[config.mk]
export PLATFORM = sky130hd
export DESIGN_NAME = ins_fetch_buffer
export DESIGN_NICKNAME = d
export VERILOG_FILES = /design/src/rtl/ifu_pkg.sv /design/src/rtl/fetch_line_buf.sv /design/src/rtl/ins_fetch_buffer.sv
export SDC_FILE = /design/constraint.sdc
export NUM_CORES = 1
export LEC_CHECK = 0
export CAP_MARGIN = 25
export CELL_PAD_IN_SITES_DETAIL_PLACEMENT = 1
export CELL_PAD_IN_SITES_GLOBAL_PLACEMENT = 1
export CORE_MARGIN = 2
export CORE_UTILIZATION = 50
export DETAILED_ROUTE_END_ITERATION = 8
export PLACE_DENSITY_LB_ADDON = 0.1
export SLEW_MARGIN = 25
export SYNTH_ARGS = -nofsm -noshare
export SYNTH_HDL_FRONTEND = slang
export SYNTH_HIERARCHICAL = 1
export SYNTH_SLANG_ARGS = --single-unit
[constraint.sdc]
create_clock -name clock_in -period 4.1 [get_ports clock_in]
set_input_delay 0.82 -clock clock_in [delete_from_list [all_inputs] [get_ports clock_in]]
set_output_delay 0.82 -clock clock_in [all_outputs]
set_load 0.01 [all_outputs]
[src/rtl/ifu_pkg.sv]
// Shared definitions for the instruction fetch buffer.
//   ifu_state_e    : fetch buffer controller states
//   DEF_LINE_WORDS : default number of words per buffered line
//   WORD_OFF_W     : word-offset width for the default line size
//   TAG_MSB/TAG_LSB: address bit range holding the line tag
package ifu_pkg;

  typedef enum logic [1:0] {
    IDLE = 2'd0,
    MREQ = 2'd1,
    FILL = 2'd2,
    RESP = 2'd3
  } ifu_state_e;

  localparam int unsigned ADDR_W         = 32;
  localparam int unsigned BYTE_OFF_W     = 2;
  localparam int unsigned DEF_LINE_WORDS = 4;
  localparam int unsigned WORD_OFF_W     = $clog2(DEF_LINE_WORDS);
  localparam int unsigned TAG_MSB        = ADDR_W - 1;
  localparam int unsigned TAG_LSB        = BYTE_OFF_W + WORD_OFF_W;

endpackage

[src/rtl/fetch_line_buf.sv]
// Storage for one buffered instruction line.
//   clock_in / reset_in : clock, asynchronous active-low reset (clears all words)
//   wr_en, wr_idx, wr_data : indexed single-word write
//   rd_idx, rd_data        : combinational indexed read
module fetch_line_buf
  import ifu_pkg::*;
#(
  parameter int unsigned DATA_WIDTH = 32,
  parameter int unsigned LINE_WORDS = DEF_LINE_WORDS,
  parameter int unsigned IDX_W      = $clog2(LINE_WORDS)
) (
  input  logic                  clock_in,
  input  logic                  reset_in,
  input  logic                  wr_en,
  input  logic [IDX_W-1:0]      wr_idx,
  input  logic [DATA_WIDTH-1:0] wr_data,
  input  logic [IDX_W-1:0]      rd_idx,
  output logic [DATA_WIDTH-1:0] rd_data
);

  logic [DATA_WIDTH-1:0] words_q [LINE_WORDS];

  always_ff @(posedge clock_in or negedge reset_in) begin
    if (!reset_in) begin
      for (int unsigned i = 0; i < LINE_WORDS; i++) begin
        words_q[i] <= '0;
      end
    end else if (wr_en) begin
      words_q[wr_idx] <= wr_data;
    end
  end

  assign rd_data = words_q[rd_idx];

endmodule

[src/rtl/ins_fetch_buffer.sv]
// Single-line instruction fetch buffer between the IFU and backing memory.
//   clock_in, reset_in (async, active-low)
//   req_valid_in / req_addr_in / req_ready_out : IFU fetch request
//   flush_in                                   : invalidate the buffered line
//   rsp_valid_out / rsp_ins_out / rsp_hit_out / rsp_err_out : one-cycle response
//   mem_req_valid_out / mem_req_ready_in / mem_addr_out     : line read request
//   mem_rvalid_in / mem_rdata_in : returned words, ascending order
// LINE_WORDS must be a power of two, at least 2.
module ins_fetch_buffer
  import ifu_pkg::*;
#(
  parameter int unsigned DATA_WIDTH = 32,
  parameter int unsigned LINE_WORDS = DEF_LINE_WORDS
) (
  input  logic                  clock_in,
  input  logic                  reset_in,
  input  logic                  req_valid_in,
  input  logic [ADDR_W-1:0]     req_addr_in,
  output logic                  req_ready_out,
  input  logic                  flush_in,
  output logic                  rsp_valid_out,
  output logic [DATA_WIDTH-1:0] rsp_ins_out,
  output logic                  rsp_hit_out,
  output logic                  rsp_err_out,
  output logic                  mem_req_valid_out,
  input  logic                  mem_req_ready_in,
  output logic [ADDR_W-1:0]     mem_addr_out,
  input  logic                  mem_rvalid_in,
  input  logic [DATA_WIDTH-1:0] mem_rdata_in
);

  localparam int unsigned OFF_W  = $clog2(LINE_WORDS);
  localparam int unsigned TAG_LO = BYTE_OFF_W + OFF_W;
  localparam int unsigned TAG_W  = ADDR_W - TAG_LO;

  ifu_state_e state_q, state_d;

  logic [TAG_W-1:0]      req_tag_q;
  logic [OFF_W-1:0]      req_off_q;
  logic [TAG_W-1:0]      tag_q;
  logic                  valid_q;
  logic                  flush_pend_q;
  logic [OFF_W-1:0]      count_q;
  logic [DATA_WIDTH-1:0] ins_q;
  logic                  hit_q;
  logic                  err_q;

  logic                  accept;
  logic                  misaligned;
  logic                  tag_match;
  logic                  fill_beat;
  logic                  fill_last;
  logic [OFF_W-1:0]      rd_idx;
  logic [DATA_WIDTH-1:0] rd_word;

  assign accept     = req_valid_in && (state_q == IDLE);
  assign misaligned = |req_addr_in[BYTE_OFF_W-1:0];
  // A flush on the accepting edge wins over the lookup.
  assign tag_match  = valid_q && !flush_in && (tag_q == req_addr_in[ADDR_W-1:TAG_LO]);
  assign fill_beat  = (state_q == FILL) && mem_rvalid_in;
  assign fill_last  = fill_beat && (count_q == OFF_W'(LINE_WORDS - 1));
  // IDLE reads the incoming request's word for a hit; FILL reads the latched one.
  assign rd_idx     = (state_q == IDLE) ? req_addr_in[TAG_LO-1:BYTE_OFF_W] : req_off_q;

  fetch_line_buf #(
    .DATA_WIDTH (DATA_WIDTH),
    .LINE_WORDS (LINE_WORDS),
    .IDX_W      (OFF_W)
  ) u_line (
    .clock_in (clock_in),
    .reset_in (reset_in),
    .wr_en    (fill_beat),
    .wr_idx   (count_q),
    .wr_data  (mem_rdata_in),
    .rd_idx   (rd_idx),
    .rd_data  (rd_word)
  );

  always_ff @(posedge clock_in or negedge reset_in) begin
    if (!reset_in) state_q <= IDLE;
    else           state_q <= state_d;
  end

  always_comb begin
    state_d = state_q;
    case (state_q)
      IDLE: if (accept) state_d = (misaligned || tag_match) ? RESP : MREQ;
      MREQ: if (mem_req_ready_in) state_d = FILL;
      FILL: if (fill_last) state_d = RESP;
      RESP: state_d = IDLE;
      default: state_d = IDLE;
    endcase
  end

  always_ff @(posedge clock_in or negedge reset_in) begin
    if (!reset_in) begin
      req_tag_q    <= '0;
      req_off_q    <= '0;
      tag_q        <= '0;
      valid_q      <= 1'b0;
      flush_pend_q <= 1'b0;
      count_q      <= '0;
      ins_q        <= '0;
      hit_q        <= 1'b0;
      err_q        <= 1'b0;
    end else begin
      case (state_q)
        IDLE: begin
          if (flush_in) valid_q <= 1'b0;
          if (accept) begin
            req_tag_q    <= req_addr_in[ADDR_W-1:TAG_LO];
            req_off_q    <= req_addr_in[TAG_LO-1:BYTE_OFF_W];
            flush_pend_q <= 1'b0;
            if (misaligned) begin
              ins_q <= '0;
              hit_q <= 1'b0;
              err_q <= 1'b1;
            end else if (tag_match) begin
              ins_q <= rd_word;
              hit_q <= 1'b1;
              err_q <= 1'b0;
            end else begin
              valid_q <= 1'b0;
            end
          end
        end
        MREQ: begin
          if (flush_in) flush_pend_q <= 1'b1;
        end
        FILL: begin
          if (flush_in) flush_pend_q <= 1'b1;
          if (fill_beat) begin
            // count wraps back to zero after the last word
            count_q <= count_q + 1'b1;
            if (fill_last) begin
              tag_q   <= req_tag_q;
              valid_q <= !(flush_pend_q || flush_in);
              // the requested word may be the one arriving right now
              ins_q   <= (req_off_q == count_q) ? mem_rdata_in : rd_word;
              hit_q   <= 1'b0;
              err_q   <= 1'b0;
            end
          end
        end
        RESP: begin
          if (flush_in) valid_q <= 1'b0;
        end
        default: ;
      endcase
    end
  end

  assign req_ready_out     = (state_q == IDLE);
  assign rsp_valid_out     = (state_q == RESP);
  assign rsp_ins_out       = ins_q;
  assign rsp_hit_out       = hit_q;
  assign rsp_err_out       = err_q;
  assign mem_req_valid_out = (state_q == MREQ);
  assign mem_addr_out      = {req_tag_q, {TAG_LO{1'b0}}};

endmodule
* Word-level counts from Yosys, hierarchy flattened
Cells that the tools add are included.
** Storage, ports and cells
- Flip-flop bits (word level) :: 226
- Output and inout port bits :: 69
** Cells by class
- Add/sub/neg operators :: 1
- $lt $le $gt $ge :: 3
- Equality and inequality tests :: 12
- Mux-type cells :: 39
- Bitwise operators :: 2
- Reduce and logical (&&, ||, !) cells :: 23
** Operator list (count)
- $mux 32 :: 9
- $bwmux 128 :: 1
- $bmux 32 s2 :: 1
- $demux 32 s2 :: 1
- $pmux 32 s2 :: 1
- $eq 28x28->1 :: 1
- $mux 1 :: 16
- $reduce_and 3->1 :: 4
- $mux 2 :: 5
- $pmux 2 s4 :: 1
- $eq 2x2->1 const B :: 3
- $ge 3x3->1 const B :: 2
- $logic_and 1x1->1 :: 6
- $ne 2x1->1 const B :: 3
- $not 2->3 :: 2
- $pmux 1 s2 :: 3
- $reduce_and 5->1 :: 1
- $ne 2x2->1 const B :: 2
- $reduce_and 2->1 :: 2
- $reduce_bool 2->1 :: 2
- $reduce_or 2->1 :: 2
- $lt 3x1->1 const B :: 1
- $ne 3x1->1 const B :: 1
- $pmux 1 s3 :: 1
- 7 further kinds :: 9

* Depth between registers and ports, before layout
Gate-level depths: netlist of run 1.
- Depth in word-level cells :: 10
- Mapped depth :: 10
- Mapped depth without buffers :: 7

* Cells and area by module
Netlist of run 1, hierarchy kept.
** By module, submodules not included
- fetch_line_buf :: times used 1, cells each 311, area an instance 5504.0 µm², seq. area each 3203.1 µm²
- ins_fetch_buffer :: times used 1, cells each 331, area an instance 4662.0 µm², seq. area each 2452.4 µm²

* Worst setup path before layout of run 1
No wires, ideal clock.
- Path type :: reg2reg
- Start point :: register state_q[0]
- End point :: register ins_q[0], in the netlist rsp_ins_out[0]
- Setup time :: 0.125 ns
- Arrival time :: 2.507 ns
- Required time :: 3.975 ns
- Setup slack :: 1.468 ns
- Stages on the path, launching flop included :: 10
- Buffers on the path :: 3
- Clock period less this slack :: 2.632 ns
- Cells stage by stage :: dfrtp_1 inv_1 ha_1 clkbuf_1 mux2_2 buf_2 buf_4 mux4_2 a22o_1 mux2_4
** Between the ends
- Longest elaborated chain between the ends :: 10
- Elaborated cells between the ends (all ways) :: 23
- Those cells by class :: eq/ne (5); mux (11); bitwise (1); reduce/logical (6)
** Ends and longest elaborated chain
- start: declaration :: line ins_fetch_buffer.sv:36 : ifu_state_e state_q, state_d;
- start signal: assignment :: line ins_fetch_buffer.sv:81 : else state_q <= state_d;
- $logic_not 2->1 *
- via req_ready_out :: line ins_fetch_buffer.sv:19 : output logic req_ready_out,
- $mux 2 * :: line ins_fetch_buffer.sv:63 : assign rd_idx = (state_q == IDLE) ? req_addr_in[TAG_LO-1:BYTE_OFF_W] : req_off_q;
- via rd_idx[0] :: line ins_fetch_buffer.sv:53 : logic [OFF_W-1:0] rd_idx;
- $not 2->3 (not written as such) * :: line fetch_line_buf.sv:33 : assign rd_data = words_q[rd_idx];
- $bmux 32 s2 * :: line fetch_line_buf.sv:33
- $mux 32 (not written as such) * (2 in series) :: line fetch_line_buf.sv:33
- via rd_word[0] :: line ins_fetch_buffer.sv:54 : logic [DATA_WIDTH-1:0] rd_word;
- $mux 32, on equally long branches :: line ins_fetch_buffer.sv:139, ins_fetch_buffer.sv:118
- $mux 32, on equally long branches :: line ins_fetch_buffer.sv:135, ins_fetch_buffer.sv:114
- $mux 32, on equally long branches :: line ins_fetch_buffer.sv:132, ins_fetch_buffer.sv:110
- $pmux 32 s2 * :: line ins_fetch_buffer.sv:107 : case (state_q)
- end signal: assignment :: line ins_fetch_buffer.sv:119 : ins_q <= rd_word;
- end signal: assignment :: line ins_fetch_buffer.sv:139 : ins_q <= (req_off_q == count_q) ? mem_rdata_in : rd_word;
- end: declaration :: line ins_fetch_buffer.sv:44 : logic [DATA_WIDTH-1:0] ins_q;
The timed path passes the listed nets; every way through them passes the cells marked *. The select of a mux whose other input is x is not followed.
A chain may end at the register's enable or synchronous reset.

* Final worst setup path of run 1
- Start point :: input req_addr_in[7]
- End point :: register ins_q[7], in the netlist rsp_ins_out[7]
** Between the ends
- Longest elaborated chain between the ends :: 4
** Ends and longest elaborated chain
- start: declaration :: line ins_fetch_buffer.sv:18 : input logic [ADDR_W-1:0] req_addr_in,
- $eq 28x28->1 :: line ins_fetch_buffer.sv:59 : assign tag_match = valid_q && !flush_in && (tag_q == req_addr_in[ADDR_W-1:TAG_LO]);
- $logic_and 1x1->1 :: line ins_fetch_buffer.sv:59
- $ne 3x1->1 (no line)
- $reduce_and 5->1 (no line)
No other way between the ends.

==> impl_metrics.json, run 1 <==
{
  "maxCapViolCount": 0,
  "required_ns": 4.48,
  "yosysWarnings": 6,
  "wl_met3_um": 915,
  "rows": 52,
  "cts_tree": "yes",
  "maxSlewViolCount": 0,
  "rsz0062_at_grt": "false",
  "slew_headroom_pct": 47.2,
  "start_kind": "input port",
  "dr.pass1.iters": 4,
  "critical_path_peak_fanout": 18,
  "drc": 0,
  "min_period_ns": 3.02,
  "synth_compound_area_share_pct": 3.30,
  "overflow": 0,
  "placed_area_mm2": 0.0118,
  "async_flop_share_pct": 100,
  "place_congestion": 0.807,
  "cellLeakagePower_nw": 5.58,
  "clkPwrFrac_pct": 21.8,
  "cts_resized": 0,
  "drt_iter0_drc": 176,
  "yosys.area_share.simple_pct": 2.07,
  "dieHeight_um": 147,
  "grtUsageTotal_pct": 22.5,
  "ys_ff_latch": 226,
  "setup_violations": 0,
  "area_delta_synth_final_pct": 24.9,
  "grt_pass1_vias": 6971,
  "vdd_drop_max_uv": 423,
  "grt_max_degree": 129,
  "clkSlewWorstSetupHoldPaths_ns": 0.06,
  "max_freq_ghz": 0.331,
  "synth_top_family_by_area": "multiplexers",
  "fin_nets": 860,
  "pin_count": 139,
  "cp.arrival_ns": 3.40,
  "synth_xor_area_share_pct": 2.67,
  "grt_pass1_wl_um": 38500,
  "antenna_found_initial": 0,
  "design.core.area_mm2": 0.0201,
  "diodes": 0,
  "drt_wl_total_um": 23900,
  "met1_length_um": 10300,
  "yosysSeqAreaShare_pct": 55.6,
  "start_util_pct": 50.6,
  "syn_area_per_cell_um2": 15.8,
  "wl_met2_um": 12200,
  "stdcell_count": 1073,
  "placed_cells": 1027,
  "dp_hpwl_um": 15500,
  "most-common-layout-cells": "dfrtp_1 (226), mux2_2 (192), clkdlybuf4s50_1 (133), a22o_1 (32), mux4_2 (32)",
  "seqPwrFrac_pct": 37.0,
  "wire_per_inst_um": 22.2,
  "synth_cells": 642,
  "worstSetupPathType": "input port to flip-flop",
  "min_path_type": "input port to async pin",
  "p_switching_w": 0.00323,
  "cts_buffers": 25,
  "vias": 6047,
  "synthMuxAreaShare_pct": 33.0,
  "timing.critical_path.cells": "clkdlybuf4s50_1, xnor2_1, nand4_1, nor4_2, nand4_1, a31o_2, buf_12, mux2_4",
  "endpoint_kind": "flip-flop",
  "fin_tns_setup_ns": 0,
  "ant_nets": 0,
  "intPower_w": 0.00735,
  "finalInstanceArea_mm2": 0.0127,
  "clk_path_buf_depth": 3,
  "synth_edf_count": 0,
  "hold_viol_final": 0,
  "clk_latency_ns": 0.51,
  "synthAdderAreaFrac_pct": 0.615,
  "worstMarginPinSlew_ns": 0.792,
  "fin_skew_ns": 0.0131,
  "hold_buffers": 0,
  "port_buffers": 134,
  "max_stage_delay_ns": 0.53,
  "cp_common_cell": "nand4_1",
  "powerDensity_mw_per_mm2": 834,
  "cp_slowest_cell": "a31o_2",
  "vias_per_cell": 5.64,
  "timing.hold.ws_ns": 0.240,
  "period_share_pct": 73.7,
  "cts_root_buffer": "clkbuf_16",
  "cts-htree-levels": 1,
  "final_common_cell": "dfrtp_1",
  "cts_num_sinks": 226,
  "final_layout_size_suffix_gt1_share_pct": 40.6,
  "syn_area_mm2": 0.0102,
  "postCtsSetupBuffers": 0,
  "ys.flop_type": "dfrtp_1",
  "status": "finished clean",
  "die_w_um": 147,
  "design.die.area_mm2": 0.0215,
  "yosysUniqueCellTypes": 36,
  "top_layer": "met4",
  "switching_share_pct": 30.6,
  "combPwrFrac_pct": 41.1
}
[kinds of logic after synthesis]
kind of cell | after synthesis
multiplexers | 256
buffers and inverters | 44
flip-flops | 226
AND/OR/NAND/NOR | 38
other | 1
AO/OA/AOI/OAI | 41
adder cells (fa/ha/maj) | 5
XOR/XNOR | 31
[stage by stage]
stage,total power [W],utilization [%],setup slack [ns]
floorplan,0.00688,-,1.47
global placement,0.00806,58.7,0.570
detailed placement,0.00833,58.7,0.531
CTS,0.0107,63.0,1.01
global route,0.0112,63.1,0.883
finish,0.0106,63.1,1.08
[metal layers]
layer / track usage, % / vias up
met4: 5.29 / 0
met1: 29.8 / 3226
met2: 39.1 / 126
li1: - / 2652
met5: 0 / -
met3: 3.94 / 43
[power groups by stage]
stage	combinational, W	sequential, W	clock (W)
2_1_floorplan	0.00304	0.00383	0
3_3_place_gp	0.00422	0.00383	0
3_5_place_dp	0.00438	0.00394	0
4_1_cts	0.00442	0.00392	0.00237
5_1_grt	0.00467	0.00405	0.00246
6_report	0.00435	0.00392	0.00231
[worst max-delay path, delay by kind of cell]
| kind | cells | cell delay, ns |
|---|---|---|
| compound gates | 1 | 0.53 |
| buf+inv | 2 | 0.71 |
| mux | 1 | 0.31 |
| simple gates | 3 | 0.81 |
| xor+xnor | 1 | 0.22 |
[Yosys cell counts (2+ instances only)]
cell type  number  area [um^2]
inv_1           4         15.0
a21oi_1         4         20.0
nand4_1         7         43.8
a31oi_1         2         12.5
nand3_1         3         15.0
dfrtp_1       226         5660
mux2_1          2         22.5
nand3b_1        2         15.0
ha_1            5         62.6
mux2_4         30          450
nor2_1          8         30.0
xor2_1          4         35.0
buf_4          10         75.1
xnor2_1        27          236
buf_2          10         50.1
nand2_1         8         30.0
a22o_1         32          280
clkbuf_1       12         45.0
nor2b_1         2         12.5
buf_1           4         15.0
mux2_2        192         2160
buf_12          3         60.1
mux4_2         32          721
[sequential cells by signal (all words and copies together), names as in the netlist]
register	flops
u_line/words_q	128
rsp_ins_out	32
req_tag_q	28
tag_q	28
count_q	2
req_off_q	2
state_q	2
flush_pend_q	1
rsp_err_out	1
rsp_hit_out	1
valid_q	1
[path summary, 6_finish.rpt]
path	from	endpoint	slack (ns)	depth (start not counted)
max in group asynchronous	reset_in	u_line/words_q[118]$_DFFE_PN0P_	3.03	2
min in group clock_in	u_line/words_q[124]$_DFFE_PN0P_	u_line/words_q[124]$_DFFE_PN0P_	0.50	1
worst min-delay path	reset_in	u_line/words_q[49]$_DFFE_PN0P_	0.24	1
worst min register to register	u_line/words_q[124]$_DFFE_PN0P_	u_line/words_q[124]$_DFFE_PN0P_	0.50	1
worst max register to register	state_q[1]$_DFFE_PN0P_	rsp_ins_out[30]$_DFFE_PN0P_	1.31	7
worst max-delay path	req_addr_in[7]	rsp_ins_out[7]$_DFFE_PN0P_	1.08	8
[layout make-up]
type | count | area [um^2]
clock inverters | 12 | 143
fillers | 1799 | 7410
multi-input cells | 375 | 4270
well taps | 270 | 338
repair buffers | 153 | 1550
clock buffers | 33 | 726
inverters | 4 | 15.0
flip-flops and latches | 226 | 5660
(Power assumes the default switching activity.)
==> run 2, diff against run 1 <==
CORE_UTILIZATION = 46   (was 50)
clock period = 3.05 ns   (was 4.1 ns; I/O delays follow)
==> run 2 against run 1 <==
Via count is 0.46% lower. Clock skew fell by 0.0034 ns. Die area rose by 8.5%. Hold slack got worse by 0.20 ns. Combinational power up 37%. Global-route usage is 1.8 points lower. Clock power is 36% higher. Non-clock buffer count is 3 higher. Sequential power is 34% higher. Cell count increased by 1.5%. Flip-flop and latch count is the same. Critical endpoint is now req_ready_out.
==> impl_metrics.json, run 2 (synthesis results as in run 1) <==
{
  "place_congestion": 0.763,
  "required_ns": 2.44,
  "dp_hpwl_um": 15500,
  "wire_per_inst_um": 21.9,
  "worstMarginPinSlew_ns": 0.559,
  "cts_resized": 0,
  "powerDensity_mw_per_mm2": 1120,
  "hold_buffers": 0,
  "cp_num_cells": 4,
  "p_switching_w": 0.00437,
  "start_util_pct": 46.7,
  "endpoint_kind": "output port",
  "clkPwrFrac_pct": 22.0,
  "cts-htree-levels": 1,
  "overflow": 0,
  "status": "finished clean",
  "timing.critical_path.cells": "inv_1, ha_1, buf_4, clkdlybuf4s50_1",
  "start_kind": "flip-flop",
  "most-common-layout-cells": "dfrtp_1 (226), mux2_2 (192), clkdlybuf4s50_1 (133), a22o_1 (32), mux4_2 (32)",
  "min_path_type": "input port to async pin",
  "fin_nets": 864,
  "combPwrFrac_pct": 41.4,
  "cts_num_sinks": 226,
  "top_register": "u_line/words_q",
  "met1_length_um": 9890,
  "dieHeight_um": 153,
  "maxSlewViolCount": 0,
  "critPathBufInv": 3,
  "pin_count": 139,
  "drt_wl_total_um": 23900,
  "postCtsSetupBuffers": 0,
  "finalInstanceArea_mm2": 0.0128,
  "dr.pass1.iters": 4,
  "worstSetupPathType": "flip-flop to output port",
  "critical_path_peak_fanout": 8,
  "cellLeakagePower_nw": 5.63,
  "clk_latency_ns": 0.52,
  "maxCapViolCount": 0,
  "grt_pass1_vias": 6898,
  "setup_violations": 0,
  "drc": 0,
  "timing.rr.start": "state_q[0]$_DFFE_PN0P_",
  "min_period_ns": 2.62,
  "intPower_w": 0.00998,
  "area_delta_synth_final_pct": 25.9,
  "port_buffers": 134,
  "seqPwrFrac_pct": 36.6,
  "design.core.area_mm2": 0.0218,
  "fin_util_pct": 58.9,
  "placed_area_mm2": 0.0119,
  "fin_skew_ns": 0.00970,
  "max_stage_delay_ns": 0.58,
  "diodes": 0,
  "grt_max_degree": 71,
  "wl_met2_um": 12500,
  "ant_nets": 0,
  "vias": 6019,
  "vias_per_cell": 5.53,
  "placed_cells": 1041,
  "final_common_cell": "dfrtp_1",
  "switching_share_pct": 30.5,
  "max_freq_ghz": 0.382,
  "antenna_found_initial": 0,
  "clkSlewWorstSetupHoldPaths_ns": 0.06,
  "rsz0062_at_grt": "false",
  "startpoint": "state_q[0]$_DFFE_PN0P_",
  "fin_tns_setup_ns": 0,
  "cts_buffers": 26,
  "vdd_drop_max_uv": 507,
  "cp_slowest_cell": "clkdlybuf4s50_1",
  "cts_root_buffer": "clkbuf_16",
  "largest_reg_flops": 128,
  "top_layer": "met4",
  "hold_viol_final": 0,
  "die_w_um": 153,
  "cp.arrival_ns": 2.01,
  "stdcell_count": 1089,
  "final_layout_size_suffix_gt1_share_pct": 40.8,
  "design.die.area_mm2": 0.0233,
  "cts_tree": "yes",
  "slew_headroom_pct": 62.8,
  "clk_path_buf_depth": 3,
  "wl_met3_um": 1140,
  "critPathTopFamily": "buffers and inverters",
  "nFillCells": 2000,
  "grt_pass1_wl_um": 38600,
  "rr_worst_depth": 7,
  "grtUsageTotal_pct": 20.8,
  "drt_iter0_drc": 218,
  "rows": 54,
  "period_share_pct": 85.9
}
## run 2: power by group through the flow
stage	combinational, W	sequential, W	clock (W)
floorplan	0.00409	0.00515	0
global placement	0.00580	0.00514	0
detailed placement	0.00599	0.00530	0
CTS	0.00604	0.00527	0.00324
global route	0.00639	0.00544	0.00336
finish	0.00594	0.00526	0.00315
## run 2: layout make-up
class / instances / area, um^2 / share of cell area [%]
flip-flops and latches: 226 / 5660 / 44.2
multi-input cells: 375 / 4270 / 33.4
repair buffers: 156 / 1620 / 12.7
clock buffers: 36 / 769 / 6.01
well taps: 280 / 350 / 2.74
clock inverters: 12 / 119 / 0.928
inverters: 4 / 15.0 / 0.117
## run 2: metrics by stage
step | power, W | hold WS (ns) | setup slack (ns)
final | 0.0143 | 0.0414 | 0.430
after CTS | 0.0146 | 0.0592 | 0.401
after global placement | 0.0109 | 0.462 | 0.185
after floorplan | 0.00924 | 0.314 | 0.418
after detailed placement | 0.0113 | 0.475 | 0.132
after global routing | 0.0152 | 0.0713 | 0.326
## run 2: per-layer routing
metal  vias up  track usage, %
li1       2665               -
met1      3213            26.3
met2       116            37.1
met3        25            4.58
met4         0            3.53
met5         -               0
## run 2: path summary, 6_finish.rpt
check / end / slack [ns]
max in group asynchronous: u_line/words_q[20]$_DFFE_PN0P_ / 2.16
min: u_line/words_q[114]$_DFFE_PN0P_ / 0.04
min reg2reg: u_line/words_q[124]$_DFFE_PN0P_ / 0.49
min in group clock_in: u_line/words_q[124]$_DFFE_PN0P_ / 0.49
max: req_ready_out / 0.43
max reg2reg: rsp_ins_out[15]$_DFFE_PN0P_ / 0.57
## run 2: worst register-to-register path: cells and delay by family, from the launching register on
family / cells / cell delay, ns
muxes: 3 / 1.11
adders and majority gates: 1 / 0.25
DFF: 1 / 0.40
buffers and inverters: 2 / 0.38
AOI/OAI and AO/OA: 1 / 0.22
==> run 3, diff against run 2 <==
CORE_UTILIZATION = 50   (was 46)
clock period = 3.4 ns   (was 3.05 ns; I/O delays follow)
==> run 3 against run 2 <==
Clock skew is 0.0029 ns lower. Flip-flop and latch count stayed put. Total power is 11% lower. First-iteration DRC count is 19% higher. Critical path type unchanged. Largest cell class unchanged.
==> impl_metrics.json, run 3 (synthesis results as in run 1) <==
{
  "status": "finished clean",
  "clk_latency_ns": 0.52,
  "startpoint": "state_q[0]$_DFFE_PN0P_",
  "fin_nets": 863,
  "fin_tns_setup_ns": 0,
  "drt_iter0_drc": 259,
  "endpoint_kind": "output port",
  "vdd_drop_max_uv": 461,
  "grt_pass1_vias": 7076,
  "min_period_ns": 2.82,
  "r2r-end": "rsp_ins_out[10]$_DFFE_PN0P_",
  "diodes": 0,
  "worstSetupPathType": "flip-flop to output port",
  "vias_per_cell": 5.65,
  "postCtsSetupBuffers": 0,
  "period_share_pct": 82.9,
  "finalPower_w": 0.0128,
  "rsz0062_at_grt": "false",
  "vias": 6080,
  "hold_viol_final": 0,
  "min_path_type": "input port to async pin",
  "critical_path_peak_fanout": 10,
  "place_congestion": 0.794,
  "cellLeakagePower_nw": 5.60,
  "maxCapViolCount": 0,
  "most-common-layout-cells": "dfrtp_1 (226), mux2_2 (192), clkdlybuf4s50_1 (133), a22o_1 (32), mux4_2 (32)",
  "regArea_mm2": 0.00566,
  "slew_headroom_pct": 49.6,
  "grt_pass1_wl_um": 39400,
  "cts_buffers": 26,
  "port_buffers": 134,
  "wire_per_inst_um": 22.7,
  "overflow": 0,
  "powerDensity_mw_per_mm2": 1010,
  "placed_area_mm2": 0.0118,
  "required_ns": 2.72,
  "cts_tree": "yes",
  "dieHeight_um": 147,
  "timing.hold.ws_ns": 0.175,
  "clkSlewWorstSetupHoldPaths_ns": 0.05,
  "cts_root_buffer": "clkbuf_16",
  "dp_hpwl_um": 16000,
  "design.core.area_mm2": 0.0201,
  "cts_num_sinks": 226,
  "rr_worst_depth": 7,
  "setup_violations": 0,
  "final_common_cell": "dfrtp_1",
  "dr.pass1.iters": 4,
  "maxSlewViolCount": 0,
  "start_util_pct": 50.6,
  "nFillCells": 1829,
  "top_register": "u_line/words_q",
  "multiInputGateArea_mm2": 0.00427,
  "rows": 52,
  "largest_reg_flops": 128,
  "grt_max_degree": 96,
  "ant_nets": 0,
  "drt_wl_total_um": 24400,
  "pin_count": 139,
  "clk_path_buf_depth": 3,
  "cts-htree-levels": 1,
  "area_delta_synth_final_pct": 24.9,
  "regToRegSetupSlack_ns": 0.66,
  "cts_resized": 0,
  "die_w_um": 147,
  "timing.rr.start": "state_q[0]$_DFFE_PN0P_",
  "finalInstanceArea_mm2": 0.0127,
  "worstMarginPinSlew_ns": 0.755,
  "cp.arrival_ns": 2.14,
  "hold_buffers": 0,
  "grtUsageTotal_pct": 23.1,
  "max_freq_ghz": 0.355,
  "timing.final.ws_setup_ns": 0.582,
  "antenna_found_initial": 1,
  "final_layout_size_suffix_gt1_share_pct": 40.7,
  "design.die.area_mm2": 0.0215,
  "drc": 0,
  "dp_slack_ns": 0.307,
  "start_kind": "flip-flop",
  "fin_skew_ns": 0.00676
}
run 3: changes by cell type in the layout (fill, tap and decap cells not counted), moves of 2 or more:
cell and change:
clkbuf_8 +2, buf_4 +4, buf_12 -5, clkinvlp_4 -2
run 3: layout make-up:
| type | instances | share of cell area (%) |
|---|---|---|
| multi-input combinational | 375 | 33.6 |
| clock inverter | 9 | 0.581 |
| tap | 270 | 2.66 |
| timing repair buffer | 155 | 12.2 |
| clock buffer | 37 | 6.25 |
| sequential | 226 | 44.5 |
| inverter | 4 | 0.118 |
run 3: layer usage:
metal / wire length [um] / GRT usage (%) / vias to the layer above
li1: - / - / 2649
met1: 10200 / 29.7 / 3266
met2: 12800 / 41.2 / 137
met3: 1050 / 4.06 / 28
met4: 354 / 5.29 / 0
met5: 0 / 0 / -
run 3: worst max path at each step:
stage          slack, ns                     endpoint  cells past startpoint
2_1_floorplan       0.77   rsp_ins_out[0]$_DFFE_PN0P_                      9
3_3_place_gp        0.35  rsp_ins_out[17]$_DFFE_PN0P_                      8
3_5_place_dp        0.31  rsp_ins_out[13]$_DFFE_PN0P_                      8
4_1_cts             0.59                req_ready_out                      3
5_1_grt             0.51                req_ready_out                      3
6_report            0.58                req_ready_out                      3
run 3: metrics by stage:
step / cells / utilization (%)
finish: 1076 / 63.2
global route: 1076 / 63.2
CTS: 1076 / 63.2
detailed placement: 1030 / 58.9
global placement: 1030 / 58.9
floorplan: 645 / -
run 3: where the power goes:
part | internal, W | switching, W | leakage (nW)
clock network | 0.00169 | 0.00108 | 0.438
logic | 0.00319 | 0.00206 | 2.35
registers | 0.00395 | 0.000808 | 2.81
total | 0.00883 | 0.00394 | 5.60
run 3: critical path: stages (launching register included):
cell	delay, ns
dfrtp_1	0.43
inv_1	0.12
ha_1	0.44
clkdlybuf4s50_1	0.63
